$ cat src/rtl/serial_adder_ctrl.sv
// serial_adder_ctrl: bit-serial add/subtract unit. A single 1-bit full adder is
// reused over WIDTH clock cycles to build a WIDTH-bit result, LSB first.
//
// Ports:
//   clk    - clock, all state updates on the rising edge
//   rst_n  - asynchronous active-low reset, clears all state
//   start  - launch a new operation (accepted only in IDLE or DONE)
//   sub    - 0: a_in + b_in, 1: a_in - b_in (sampled with start)
//   a_in   - operand A (sampled with start)
//   b_in   - operand B (sampled with start)
//   busy   - high while bits are being processed (exactly WIDTH cycles)
//   done   - one-cycle pulse when sum/cout/ovf have just been updated
//   sum    - registered WIDTH-bit two's complement result
//   cout   - carry out of the MSB (for subtract: 1 = no borrow)
//   ovf    - signed overflow of the last operation
module serial_adder_ctrl #(
    parameter int unsigned WIDTH = 8
) (
    input  logic             clk,
    input  logic             rst_n,
    input  logic             start,
    input  logic             sub,
    input  logic [WIDTH-1:0] a_in,
    input  logic [WIDTH-1:0] b_in,
    output logic             busy,
    output logic             done,
    output logic [WIDTH-1:0] sum,
    output logic             cout,
    output logic             ovf
);

    // One extra bit so the counter never wraps inside RUN.
    localparam int unsigned CntW = $clog2(WIDTH) + 1;
    localparam logic [CntW-1:0] LastCnt = CntW'(WIDTH - 1);

    typedef enum logic [1:0] {
        StIdle,
        StRun,
        StDone
    } state_e;

    state_e           state_q, state_d;
    logic [WIDTH-1:0] opa_q, opa_d;
    logic [WIDTH-1:0] opb_q, opb_d;
    logic [WIDTH-1:0] part_q, part_d;
    logic [WIDTH-1:0] sum_q, sum_d;
    logic [CntW-1:0]  cnt_q, cnt_d;
    logic             carry_q, carry_d;
    logic             cout_q, cout_d;
    logic             ovf_q, ovf_d;

    logic fa_sum;
    logic fa_carry;
    logic accept;

    // The shared 1-bit full adder.
    assign fa_sum   = opa_q[0] ^ opb_q[0] ^ carry_q;
    assign fa_carry = (opa_q[0] & opb_q[0]) | (opa_q[0] & carry_q) | (opb_q[0] & carry_q);

    assign accept = start && (state_q != StRun);

    always_comb begin
        state_d = state_q;
        opa_d   = opa_q;
        opb_d   = opb_q;
        part_d  = part_q;
        sum_d   = sum_q;
        cnt_d   = cnt_q;
        carry_d = carry_q;
        cout_d  = cout_q;
        ovf_d   = ovf_q;

        if (accept) begin
            // Subtract as A + ~B + 1: invert B and seed the carry with 1.
            state_d = StRun;
            opa_d   = a_in;
            opb_d   = sub ? ~b_in : b_in;
            carry_d = sub;
            cnt_d   = '0;
            part_d  = '0;
        end else begin
            unique case (state_q)
                StIdle: begin
                    state_d = StIdle;
                end
                StRun: begin
                    opa_d   = opa_q >> 1;
                    opb_d   = opb_q >> 1;
                    part_d  = {fa_sum, part_q[WIDTH-1:1]};
                    carry_d = fa_carry;
                    cnt_d   = cnt_q + CntW'(1);
                    if (cnt_q == LastCnt) begin
                        // carry_q is the carry into the MSB here.
                        sum_d   = {fa_sum, part_q[WIDTH-1:1]};
                        cout_d  = fa_carry;
                        ovf_d   = carry_q ^ fa_carry;
                        state_d = StDone;
                    end
                end
                StDone: begin
                    state_d = StIdle;
                end
                default: begin
                    state_d = StIdle;
                end
            endcase
        end
    end

    always_ff @(posedge clk or negedge rst_n) begin
        if (!rst_n) begin
            state_q <= StIdle;
            opa_q   <= '0;
            opb_q   <= '0;
            part_q  <= '0;
            sum_q   <= '0;
            cnt_q   <= '0;
            carry_q <= 1'b0;
            cout_q  <= 1'b0;
            ovf_q   <= 1'b0;
        end else begin
            state_q <= state_d;
            opa_q   <= opa_d;
            opb_q   <= opb_d;
            part_q  <= part_d;
            sum_q   <= sum_d;
            cnt_q   <= cnt_d;
            carry_q <= carry_d;
            cout_q  <= cout_d;
            ovf_q   <= ovf_d;
        end
    end

    assign busy = (state_q == StRun);
    assign done = (state_q == StDone);
    assign sum  = sum_q;
    assign cout = cout_q;
    assign ovf  = ovf_q;

endmodule
$ cat config.mk
export PLATFORM = sky130hd
export DESIGN_NAME = serial_adder_ctrl
export DESIGN_NICKNAME = d
export VERILOG_FILES = /design/src/rtl/serial_adder_ctrl.sv
export SDC_FILE = /design/constraint.sdc
export NUM_CORES = 1
export LEC_CHECK = 0
export BUFFER_PORTS_ARGS = -buffer_cell sky130_fd_sc_hd__buf_2
export CAP_MARGIN = 20
export CORE_ASPECT_RATIO = 1.75
export CORE_MARGIN = 2
export CORE_UTILIZATION = 55
export CTS_CLUSTER_DIAMETER = 50
export DETAILED_ROUTE_END_ITERATION = 7
export PLACE_DENSITY = 0.76
export SLEW_MARGIN = 20
export SYNTH_ARGS = -nofsm -noshare
export SYNTH_HDL_FRONTEND = slang
export SYNTH_SLANG_ARGS = --single-unit
$ cat constraint.sdc
create_clock -name clk -period 2.1 [get_ports clk]
set_clock_uncertainty 0.05 [all_clocks]
set_input_delay 0.105 -clock clk [delete_from_list [all_inputs] [get_ports clk]]
set_output_delay 0.105 -clock clk [all_outputs]
set_load 0.005 [all_outputs]
==> summary.txt <==
Final layout
  • Filler cells: 292
  • Layout Nets: about 210
  • # diodes: 0
  • Share of cells above drive strength 1: 0.287
  • Area grow syn2layout: 15.3%
  • Utilization after layout: 0.651

Die
  • Ports: 32
  • Die area: 3880 um^2
  • Die Width: 48.0 um
  • Initial core utilization: 0.565
  • Row cnt: 28
  • DIE HEIGHT: 80.9 um
  • Core area: ~3300 um^2

Logic synthesis
  • Mapped cell area: 1860 um^2
  • Synth area leader: dfrtp_1
  • Average size of a mapped cell: 11.8 um^2
  • Count leader, synth: dfrtp_1
  • Post-synth top area share: 0.538
  • Synth Flop Type: dfrtp_1
  • Flop and latch count out of synthesis: 40
  • Ys async rst share: 1.00
  • Post-Syn Instances: 158
  • Register area share after synthesis: 0.538
  • Ranking of synthesized cells by area: dfrtp_1, mux2i_1, mux2_4, o21ai_0, nand2_1
  • Library cells used by synthesis: 23
  • Top cells by count, synth: dfrtp_1, nand2_1, o21ai_0
  • Number of synthesized flops with an enable pin: 0
  • Syn. warnings: 0
  • Syn_nets: 180

Timing
  • Setup TNS: 0 ps
  • Final Hold Viols: 0
  • Post-route clock period utilization: 0.752
  • Unrepaired setup endpoints after global routing: false
  • Max_slew headroom: 0.431
  • Worst-Margin Slew: 853 ps
  • Slew Viols, Final: 0
  • Fmax: roughly 630 MHz
  • Fin crit period: 1580 ps
  • Final Setup Violations: 0

Worst setup path
  • Critical path required time: 1950 ps
  • WS Path Type: register to output pin
  • Worst Path Arrival: between 1000 and 1500 ps
  • Setup crit start kind: register
  • Crit. End Element: output pin
  • Crit path max fanout: 55

Detailed routing
  • Post-DRT Antenna Nets: 0
  • Vias post-DR: around 1200
  • Routed vias/inst: 5.17
  • Iter 0 DRT Violations: 17
  • Post-route DRC: 0
  • Drt first pass iters: 3
  • DR WL/cell: 13.0 um
  • Routed WL: a little over 3 mm

Clock tree
  • Num CTS Buffers: 5
  • CTS clock-pin slew for the worst setup and hold paths: 70 ps
  • CTS tree: done
  • H-tree depth: 2
  • Clock latency at the later pin of the worst-skew pair: between 200 and 300 ps
  • CTS Root Cell: clkbuf_8
  • Worst-case clock buffer depth: 2
  • Clock sink count: 40

Min path
  • Min-delay worst type: input port to register

Power
  • Max VDD drop: 1.01 mV
  • LEAKAGE: 1.08 nW
  • Pwr dens: between 1000 and 1500 nW/um^2

Placement
  • Post-DP HPWL: approximately 2.1 mm
  • RD Place Congestion: 0.698
  • PortBufs: 31

GRT
  • Antenna violations before repair: 0
  • Pin count of the biggest net entering global routing: 56
  • All-Layer GR Usage: 0.190
  • First-pass GRT wire length: 5.24 mm
  • Gr ovfl total: 0
  • Vias in the first global route: 1237

Run status
  • Status: finished clean

Job
  • Maxcap violations: 0
[final cells by class]
| class | count | area (um^2) | area share |
|---|---|---|---|
| Tap cell | 45 | 56.3 | 0.0263 |
| Multi-Input combinational cell | 107 | 788 | 0.368 |
| Clock inverter | 1 | 30.0 | 0.0140 |
| Timing Repair Buffer | 33 | 173 | 0.0805 |
| Clock buffer | 7 | 96.3 | 0.0449 |
| Sequential cell | 40 | 1000 | 0.467 |
[routing by layer]
metal | vias to the layer above | GRT usage | share of wire
met5 | - | 0 | 0
met4 | 0 | 0.0811 | 0.022
met3 | 7 | 0.0600 | 0.039
met2 | 25 | 0.321 | 0.53
met1 | 583 | 0.208 | 0.41
li1 | 589 | - | -
[logic make-up (layout without fill, tap and decap cells)]
| group | Yosys count | count (layout) | share of synthesized area |
|---|---|---|---|
| flops | 40 | 40 | 0.538 |
| xor+xnor | 10 | 10 | 0.0471 |
| mux | 29 | 29 | 0.180 |
| compound gates | 25 | 25 | 0.0700 |
| fa+ha+maj | 2 | 2 | 0.0175 |
| simple gates | 41 | 41 | 0.109 |
| buf+inv | 11 | 41 | 0.0377 |
[per-stage QoR]
step / cell area (um^2) / setup slack, ps / total power (W) / hold WS (ps) / std cells
5_1_grt: 2140 / 406 / 0.00316 / 42.7 / 233
6_report: 2140 / 521 / 0.00292 / 12.1 / 233
4_1_cts: 2140 / 509 / 0.00296 / 9.19 / 233
3_3_place_gp: 2010 / 590 / 0.00221 / 199 / 224
3_5_place_dp: 2010 / 527 / 0.00228 / 212 / 224
2_1_floorplan: 1860 / 624 / 0.00203 / -241 / 158
[layout by cell type (no fill, tap or decap), types with 2 or more instances in the layout]
cell type,n
mux2_2,4
o21ai_0,23
mux2i_1,17
nand2b_1,8
nand2_1,24
xnor2_1,2
xor2_1,8
mux2_4,8
nor2_1,4
dfrtp_1,40
buf_2,31
clkbuf_8,7
[what timing repair did]
item | 4_1_cts | 5_1_grt
hold buffers | 1 | 0
buffers inserted | 0 | 0
gates resized for setup | 0 | 0
hold endpoints to repair | 40 | 0
[critical path, cell delays in order, from the launching register on]
cell and delay, ps:
dfrtp_1 410, nor2b_4 120, buf_4 390, buf_2 200
[registers in the layout, indices dropped and copies added (netlist names)]
name	count
ovf	1
cnt_q	4
part_q	7
sum	8
state_q	2
carry_q	1
opb_q	8
opa_q	8
cout	1
[where the power goes]
part / internal, W / total [W] / leakage, nW / switching, W
clock network: 0.000419 / 0.000674 / 0.0645 / 0.000255
registers: 0.00110 / 0.00130 / 0.518 / 0.000203
logic: 0.000476 / 0.000942 / 0.495 / 0.000467
[final timing paths]
| kind | end | depth (start not counted) | startpoint | slack [ps] |
|---|---|---|---|---|
| min in group asynchronous | sum[6] | 2 | rst_n | 410 |
| min reg2reg | opb_q[6] | 2 | opb_q[7] | 440 |
| max in group asynchronous | opa_q[3] | 2 | rst_n | 1050 |
| min | opa_q[7] | 3 | a_in[7] | 10 |
| max | busy | 3 | state_q[1] | 520 |
| max reg2reg | cnt_q[2] | 4 | state_q[1] | 540 |
Note: power is estimated with default switching activity, not from simulation.
